### config.mk
export PLATFORM = sky130hd
export DESIGN_NAME = conv_channel_sequencer
export DESIGN_NICKNAME = d
export VERILOG_FILES = /design/src/rtl/conv_pkg.sv /design/src/rtl/win_raster_cnt.sv /design/src/rtl/conv_channel_sequencer.sv
export SDC_FILE = /design/constraint.sdc
export NUM_CORES = 1
export LEC_CHECK = 0
export ABC_AREA = 1
export BUFFER_PORTS_ARGS = -buffer_cell sky130_fd_sc_hd__buf_2
export CORE_UTILIZATION = 30
export DETAILED_ROUTE_END_ITERATION = 8
export PLACE_DENSITY_LB_ADDON = 0.05
export SLEW_MARGIN = 20
export SYNTH_ARGS = -nofsm -noshare
export SYNTH_HDL_FRONTEND = slang
export SYNTH_SLANG_ARGS = --single-unit
### constraint.sdc
create_clock -name clk -period 4 [get_ports clk]
set_input_delay 0.4 -clock clk [delete_from_list [all_inputs] [get_ports clk]]
set_output_delay 0.4 -clock clk [all_outputs]
set_load 0.005 [all_outputs]
### src/rtl/conv_pkg.sv
// rtl/conv_pkg.sv - shared types, widths and helpers for the conv channel sequencer
package conv_pkg;

    localparam int COUT_W       = 4;
    localparam int PIPE_LAT_DEF = 4;

    typedef enum logic [2:0] {
        S_IDLE  = 3'd0,
        S_LOAD  = 3'd1,
        S_RUN   = 3'd2,
        S_DRAIN = 3'd3,
        S_DONE  = 3'd4
    } seq_state_t;

    // Valid convolution, stride 1.
    function automatic int out_dim(input int img, input int k);
        return img - k + 1;
    endfunction

    function automatic int cnt_w(input int n);
        return (n > 1) ? $clog2(n) : 1;
    endfunction

endpackage

### src/rtl/win_raster_cnt.sv
// rtl/win_raster_cnt.sv - raster row/col window counter with compare-equal wraps
module win_raster_cnt
    import conv_pkg::*;
#(
    parameter int OUT_W = 26,
    parameter int OUT_H = 26,
    parameter int RW    = cnt_w(OUT_H),
    parameter int CW    = cnt_w(OUT_W)
) (
    input  logic          clk,
    input  logic          rst,
    input  logic          clr,
    input  logic          adv,
    output logic [RW-1:0] row,
    output logic [CW-1:0] col,
    output logic          last
);

    logic col_end;
    logic row_end;

    assign col_end = (col == CW'(OUT_W - 1));
    assign row_end = (row == RW'(OUT_H - 1));
    assign last    = col_end & row_end;

    // Advancing past the last window returns to (0,0) so row never leaves range.
    always_ff @(posedge clk or negedge rst) begin
        if (!rst) begin
            row <= '0;
            col <= '0;
        end else if (clr) begin
            row <= '0;
            col <= '0;
        end else if (adv) begin
            if (col_end) begin
                col <= '0;
                row <= row_end ? '0 : row + RW'(1);
            end else begin
                col <= col + CW'(1);
            end
        end
    end

endmodule

### src/rtl/conv_channel_sequencer.sv
// rtl/conv_channel_sequencer.sv - per-layer output-channel sequencer; optional SEQ_STALL_CNT_EN stall counter
module conv_channel_sequencer
    import conv_pkg::*;
#(
    parameter int NUM_COUT = 8,
    parameter int IMG_W    = 28,
    parameter int IMG_H    = 28,
    parameter int K        = 3,
    parameter int PIPE_LAT = PIPE_LAT_DEF,
    parameter int OUT_W    = out_dim(IMG_W, K),
    parameter int OUT_H    = out_dim(IMG_H, K),
    parameter int RW       = cnt_w(OUT_H),
    parameter int CW       = cnt_w(OUT_W)
) (
    input  logic          clk,
    input  logic          rst,
    input  logic          start,
    output logic          busy,
    output logic          done,
    output logic [3:0]    cout,
    output logic          c_load,
    output logic          win_valid,
    input  logic          win_ready,
    output logic [RW-1:0] row,
    output logic [CW-1:0] col,
    output logic          last_win
`ifdef SEQ_STALL_CNT_EN
    ,
    output logic [15:0]   stall_cnt
`endif
);

    localparam int DW = cnt_w(PIPE_LAT);

    seq_state_t    state;
    logic [DW-1:0] drain_cnt;
    logic          last;
    logic          launch;
    logic          chan_end;

    assign launch   = (state == S_IDLE) && start;
    // Channel finishes on the last DRAIN cycle, or on the last accept when there is no pipeline.
    assign chan_end = ((state == S_RUN) && win_ready && last && (PIPE_LAT == 0)) ||
                      ((state == S_DRAIN) && (drain_cnt == '0));
    assign last_win = win_valid & last;

    win_raster_cnt #(
        .OUT_W (OUT_W),
        .OUT_H (OUT_H),
        .RW    (RW),
        .CW    (CW)
    ) u_raster (
        .clk  (clk),
        .rst  (rst),
        .clr  (launch | chan_end),
        .adv  ((state == S_RUN) && win_ready),
        .row  (row),
        .col  (col),
        .last (last)
    );

    always_ff @(posedge clk or negedge rst) begin
        if (!rst) begin
            state     <= S_IDLE;
            busy      <= 1'b0;
            done      <= 1'b0;
            c_load    <= 1'b0;
            win_valid <= 1'b0;
            cout      <= '0;
            drain_cnt <= '0;
        end else begin
            done   <= 1'b0;
            c_load <= 1'b0;
            case (state)
                S_IDLE: begin
                    if (start) begin
                        state  <= S_LOAD;
                        busy   <= 1'b1;
                        c_load <= 1'b1;
                        cout   <= '0;
                    end
                end
                S_LOAD: begin
                    state     <= S_RUN;
                    win_valid <= 1'b1;
                end
                S_RUN: begin
                    if (win_ready && last) begin
                        state     <= S_DRAIN;
                        win_valid <= 1'b0;
                        drain_cnt <= DW'((PIPE_LAT > 0) ? PIPE_LAT - 1 : 0);
                    end
                end
                S_DRAIN: begin
                    if (drain_cnt != '0) drain_cnt <= drain_cnt - DW'(1);
                end
                S_DONE: begin
                    state <= S_IDLE;
                    busy  <= 1'b0;
                end
                default: state <= S_IDLE;
            endcase

            if (chan_end) begin
                if (cout == COUT_W'(NUM_COUT - 1)) begin
                    state <= S_DONE;
                    done  <= 1'b1;
                end else begin
                    state  <= S_LOAD;
                    cout   <= cout + COUT_W'(1);
                    c_load <= 1'b1;
                end
            end
        end
    end

`ifdef SEQ_STALL_CNT_EN
    always_ff @(posedge clk or negedge rst) begin
        if (!rst) begin
            stall_cnt <= '0;
        end else if (launch) begin
            stall_cnt <= '0;
        end else if ((state == S_RUN) && !win_ready && (stall_cnt != 16'hFFFF)) begin
            stall_cnt <= stall_cnt + 16'd1;
        end
    end
`endif

endmodule

==> results of run 1 <==
power breakdown:
part | internal, W | leakage [nW] | switching, W | total, W
combinational | 0.0000580 | 0.539 | 0.0000666 | 0.000125
sequential | 0.000258 | 0.278 | 0.0000422 | 0.000300
clock | 0.0000711 | 0.0228 | 0.0000768 | 0.000148
total | 0.000387 | 0.839 | 0.000185 | 0.000572
worst reg2reg max path: cells and delay by family, from the launching register on:
family | cells | cell delay [ns]
simple gates | 7 | 0.74
flops | 1 | 0.45
buf+inv | 1 | 0.09
fa+ha+maj | 1 | 0.15
path summary, 6_finish.rpt:
| path | start | to | cells after the start |
|---|---|---|---|
| min in group clk | drain_cnt[1] | drain_cnt[1] | 2 |
| worst max-delay path | u_raster.col[1] | last_win | 7 |
| max in group asynchronous | rst | drain_cnt[1] | 1 |
| worst min register to register | drain_cnt[1] | drain_cnt[1] | 2 |
| worst min-delay path | rst | u_raster.row[4] | 1 |
| worst max register to register | u_raster.row[1] | drain_cnt[0] | 9 |
sequential cells by signal, summed over array words and instances (netlist names):
signal	count
u_raster.col	5
drain_cnt	2
win_valid	1
c_load	1
busy	1
state	3
u_raster.row	5
done	1
cout	4
per-layer routing:
layer  vias up  wire [um]  GRT usage [%]
met2        16       1439          22.65
li1        612          -              -
met4         0         19          4.308
met3         2         81          2.326
met1       539       1436          17.82
met5         -          0              0
metrics by stage:
step / area, um^2 / hold slack [ns] / setup slack [ns] / instances
floorplan: 1354 / 0.1044 / 2.488 / 176
detailed placement: 1519 / 0.4270 / 2.307 / 248
finish: 1564 / 0.1064 / 2.030 / 252
CTS: 1564 / 0.1279 / 1.990 / 252
global route: 1564 / 0.1536 / 1.884 / 252
global placement: 1519 / 0.4196 / 2.342 / 248
synth_stat cells:
library cell	count	area share, %
nand3_1	19	7.0
nand3_2	3	2.2
clkbuf_2	1	0.37
xnor2_1	1	0.65
inv_2	1	0.28
a21oi_2	1	0.65
clkinv_1	1	0.28
ha_1	6	5.5
buf_2	1	0.37
nor3_1	4	1.5
nand2_2	2	0.92
nor2_2	2	0.92
o211ai_1	1	0.55
o22ai_1	1	0.46
nand4_4	1	1.6
inv_4	1	0.46
or2_2	1	0.46
nand2_1	53	15
nor2_4	1	0.83
inv_1	23	6.4
nand4_1	6	2.8
dfrtp_1	23	43
o21ai_2	1	0.65
xor2_1	2	1.3
o21ai_0	6	2.2
nor2_1	13	3.6
nand2_4	1	0.83
area by class of cell:
type | instances | area (um^2)
Sequential cell | 23 | 575.6
Multi-Input combinational cell | 125 | 668.1
Timing Repair Buffer | 22 | 110.1
Tap cell | 52 | 65.06
Fill cell | 470 | 2790
Inverter | 26 | 100.1
Clock buffer | 4 | 45.04
cell families (layout without fill, tap and decap cells):
logic type	after synthesis	after routing	synth area share (%)
and+or+nand+nor	106	106	37.34
buffers and inverters	28	52	8.132
DFF	23	23	42.51
AOI/OAI and AO/OA	10	10	4.529
adders and majority gates	6	6	5.545
xor gates and xnor gates	3	3	1.941
==> flow_metrics.env, run 1 <==
export IMPL_status="complete, no violations"
export IMPL_final_common_cell="nand2_1"
export IMPL_io_buffers=22
export IMPL_clockRootBuffer="clkbuf_8"
export IMPL_initialDrtViolationCount=47
export IMPL_final_nets=211
export IMPL_path_cells="inv_1 -> ha_1 -> nand2_1 -> nor2_2 -> inv_1 -> nor3_1 -> buf_2"
export IMPL_drc=0
export IMPL_drive_above_1_share_pct=20.00
export IMPL_path_common_cell="inv_1"
export IMPL_grt_usage_pct=13.56
export IMPL_final_cell_mix="nand2_1 (53), inv_1 (23), dfrtp_1 (23)"
export IMPL_dpl_hpwl_um=2263
export IMPL_hold_class="in2async"
export IMPL_setup_tns_ns=0
export IMPL_rows=24
export IMPL_io_pins=23
export IMPL_finalHoldViolCount=0
export IMPL_drv_cap=0
export IMPL_avgSynthCellArea_um2=7.692
export IMPL_cts_tree="built"
export IMPL_wire_per_inst_um=11.81
export IMPL_end_kind="primary output"
export IMPL_clk_pin_slew_ns=0.09
export IMPL_critPathSlowestCell="dfrtp_1"
export IMPL_die_h_um=69.18
export IMPL_ys_ff_latch=23
export IMPL_firstDrtPassIters=4
export IMPL_drt_antenna_violating_nets=0
export IMPL_num_vias=1169
export IMPL_setup_viol=0
export IMPL_post_cts_resize_count=0
export IMPL_initial_core_util_pct=31.09
export IMPL_postCtsSetupRepairBufs=0
export IMPL_gr_total_overflow=0
export IMPL_grt_pass1_vias=1133
export IMPL_grt_start_max_net_pins=24
export IMPL_cp_max_fo=6
export IMPL_slowest_delay_ns=0.44
export IMPL_ir_drop_mv=0.1067
export IMPL_h_tree_depth=1
export IMPL_worstSetupStartpointType="register"
export IMPL_postSynthCellCount=176
export IMPL_antenna_found_initial=0
export IMPL_max_freq_ghz=0.5077
export IMPL_layout_min_cycle_time_ns=1.970
export IMPL_finalCritPeriodShare_pct=49.25
export IMPL_required_ns=3.60
export IMPL_clock_skew_ns=0.004826
export IMPL_yosys_warnings=0
export IMPL_clockBufferDepth=2
export IMPL_rsz0062_at_grt="false"
export IMPL_max_slew_worst_pin_slew_ns=0.5429
export IMPL_grt_pass1_wl_um=5271
export IMPL_final_util_pct=35.92
export IMPL_p_per_area_nw_per_um2=366.0
export IMPL_yosysSeqAreaShare_pct=42.51
export IMPL_slew_violations=0
export IMPL_critPathTopFamily="flip-flops"
export IMPL_areaGrowthSynthToFinish_pct=15.53
export IMPL_clock_latency_ns=0.27
export IMPL_dieArea_um2=4785
export IMPL_wl_um=2976
export IMPL_gp_congestion=0.8110
export IMPL_path_buf_inv=3
export IMPL_chipWidth_um=69.18
export IMPL_cts_sinks=23
export IMPL_slew_headroom_pct=63.81
export IMPL_synth_nets=186
export IMPL_cts_made_buffers=3
export IMPL_hold_buffers=0
export IMPL_power_w=0.0005725
export IMPL_n_antenna_cell=0
export IMPL_power_leakage_nw=0.8392
export IMPL_synth_cell_types=27
export IMPL_design_core_area_um2=4354
export IMPL_viasPerCell=4.639
export IMPL_regToRegSetupSlack_ns=2.47
export IMPL_worst_setup_path_type="reg2out"
export IMPL_arrival_ns=1.57
export IMPL_synth_area_um2=1354
No activity file was read; power rests on OpenSTA's default activity.
==> run 2: changes to the inputs <==
==> constraint.sdc (replaced) <==
create_clock -name clk -period 1.92 [get_ports clk]
set_input_delay 0.192 -clock clk [delete_from_list [all_inputs] [get_ports clk]]
set_output_delay 0.192 -clock clk [all_outputs]
set_load 0.005 [all_outputs]
==> run 2 against run 1 <==
Power grew 110%. First-iteration DRC count shrank 28%. Clock skew up 0.0035 ns. Core utilization up 0.49 points. Highest routed layer unchanged.
==> flow_metrics.env, run 2 (synthesis results as in run 1) <==
export IMPL_status="complete, no violations"
export IMPL_cts_sinks=23
export IMPL_p_per_area_nw_per_um2=763.8
export IMPL_clock_latency_ns=0.27
export IMPL_rows=24
export IMPL_worstSetupStartpointType="register"
export IMPL_drv_cap=0
export IMPL_power_frac_seq_pct=52.0
export IMPL_end_kind="primary output"
export IMPL_drc=0
export IMPL_gp_congestion=0.8272
export IMPL_design_core_area_um2=4354
export IMPL_initialDrtViolationCount=34
export IMPL_viasPerCell=4.640
export IMPL_drt_antenna_violating_nets=0
export IMPL_worst_setup_path_type="reg2out"
export IMPL_setup_tns_ns=0
export IMPL_cp_max_fo=7
export IMPL_slew_headroom_pct=63.80
export IMPL_clockRootBuffer="clkbuf_8"
export IMPL_max_freq_ghz=0.5620
export IMPL_num_vias=1174
export IMPL_n_antenna_cell=0
export IMPL_layout_min_cycle_time_ns=1.779
export IMPL_cts_tree="built"
export IMPL_h_tree_depth=1
export IMPL_final_cell_mix="nand2_1 (53), inv_1 (23), dfrtp_1 (22), buf_2 (22), nand3_1 (19)"
export IMPL_grt_usage_pct=13.42
export IMPL_required_ns=1.73
export IMPL_dieArea_um2=4785
export IMPL_top_regs="u_raster.col: 5 flops, u_raster.row: 5 flops, cout: 4 flops"
export IMPL_grt_pass1_vias=1132
export IMPL_power_internal_w=0.0008121
export IMPL_firstDrtPassIters=6
export IMPL_clk_pin_slew_ns=0.09
export IMPL_dpl_hpwl_um=2221
export IMPL_io_buffers=22
export IMPL_finalHoldViolCount=0
export IMPL_chipWidth_um=69.18
export IMPL_grt_pass1_wl_um=5285
export IMPL_grt_start_max_net_pins=24
export IMPL_fill_cells=470
export IMPL_final_common_cell="nand2_1"
export IMPL_die_h_um=69.18
export IMPL_power_net_switching_w=0.0003987
export IMPL_power_leakage_nw=0.8426
export IMPL_areaGrowthSynthToFinish_pct=17.10
export IMPL_postCtsSetupRepairBufs=0
export IMPL_gr_total_overflow=0
export IMPL_finalCritPeriodShare_pct=92.68
export IMPL_power_w=0.001211
export IMPL_wl_um=2972
export IMPL_clock_skew_ns=0.008360
export IMPL_slew_violations=0
export IMPL_initial_core_util_pct=31.09
export IMPL_antenna_found_initial=0
export IMPL_stdcell_count=253
export IMPL_wire_per_inst_um=11.75
export IMPL_drive_above_1_share_pct=20.90
export IMPL_timing_hold_ws_ns=0.2873
export IMPL_clockBufferDepth=2
export IMPL_cts_made_buffers=3
export IMPL_comb_power_share_pct=22.4
export IMPL_setup_viol=0
export IMPL_clock_power_share_pct=25.5
export IMPL_arrival_ns=1.59
export IMPL_io_pins=23
export IMPL_ir_drop_mv=0.2213
export IMPL_switching_share_pct=32.93
export IMPL_max_slew_worst_pin_slew_ns=0.5431
export IMPL_hold_class="in2reg"
export IMPL_final_nets=212
export IMPL_place_inst=248
run 2: cell type report:
cell class	instances	area (um^2)	share of cell area, %
multi-input combinational	125	678.2	42.78
sequential	23	576.8	36.39
timing repair buffer	23	120.1	7.577
inverter	26	100.1	6.314
tap	52	65.06	4.104
clock buffer	4	45.04	2.841
run 2: metrics by stage:
step	setup slack [ns]	area (um^2)	util [%]
CTS	0.03364	1574	36.15
finish	0.1405	1585	36.41
global placement	0.3716	1519	34.89
floorplan	0.6160	1354	-
global route	-0.0009048	1585	36.41
detailed placement	0.3444	1519	34.89
run 2: critical path: stages (launching register included):
cell and delay (ns):
dfrtp_1 0.46, ha_1 0.20, nand2_1 0.09, nor2_4 0.15
inv_1 0.12, nor3_2 0.16, buf_2 0.13
run 2: power groups by stage:
stage                     Clock [W]  Combinational [W]  Sequential [W]
after floorplan                   0           0.000184        0.000612
after global placement            0           0.000265        0.000630
after detailed placement          0           0.000269        0.000636
after CTS                  0.000327           0.000272        0.000626
after global routing       0.000344           0.000315        0.000643
final                      0.000309           0.000272        0.000630
run 2: worst paths after layout:
kind,to,from,slack [ns],cells after the start
setup / recovery,last_win,u_raster.col[0],0.14,6
hold / removal,win_valid,win_ready,0.29,4
setup reg to reg,u_raster.col[1],u_raster.col[0],0.39,8
hold reg to reg,drain_cnt[1],drain_cnt[1],0.49,2
max in group asynchronous,u_raster.col[1],rst,1.09,2
min in group asynchronous,state[0],rst,0.44,2
run 2: routing by layer:
| metal | vias to the layer above | part of all wire (%) | track usage (%) |
|---|---|---|---|
| met5 | - | 0 | 0 |
| met4 | 0 | 0.87 | 4.762 |
| met3 | 2 | 2.8 | 1.744 |
| met2 | 18 | 46 | 21.57 |
| met1 | 547 | 50 | 18.52 |
| li1 | 607 | - | - |
run 2: what timing repair did:
action,in CTS,in global routing
hold endpoints to repair,23,0
resized for setup,0,3
hold buffers,1,0
setup endpoints to repair,0,1
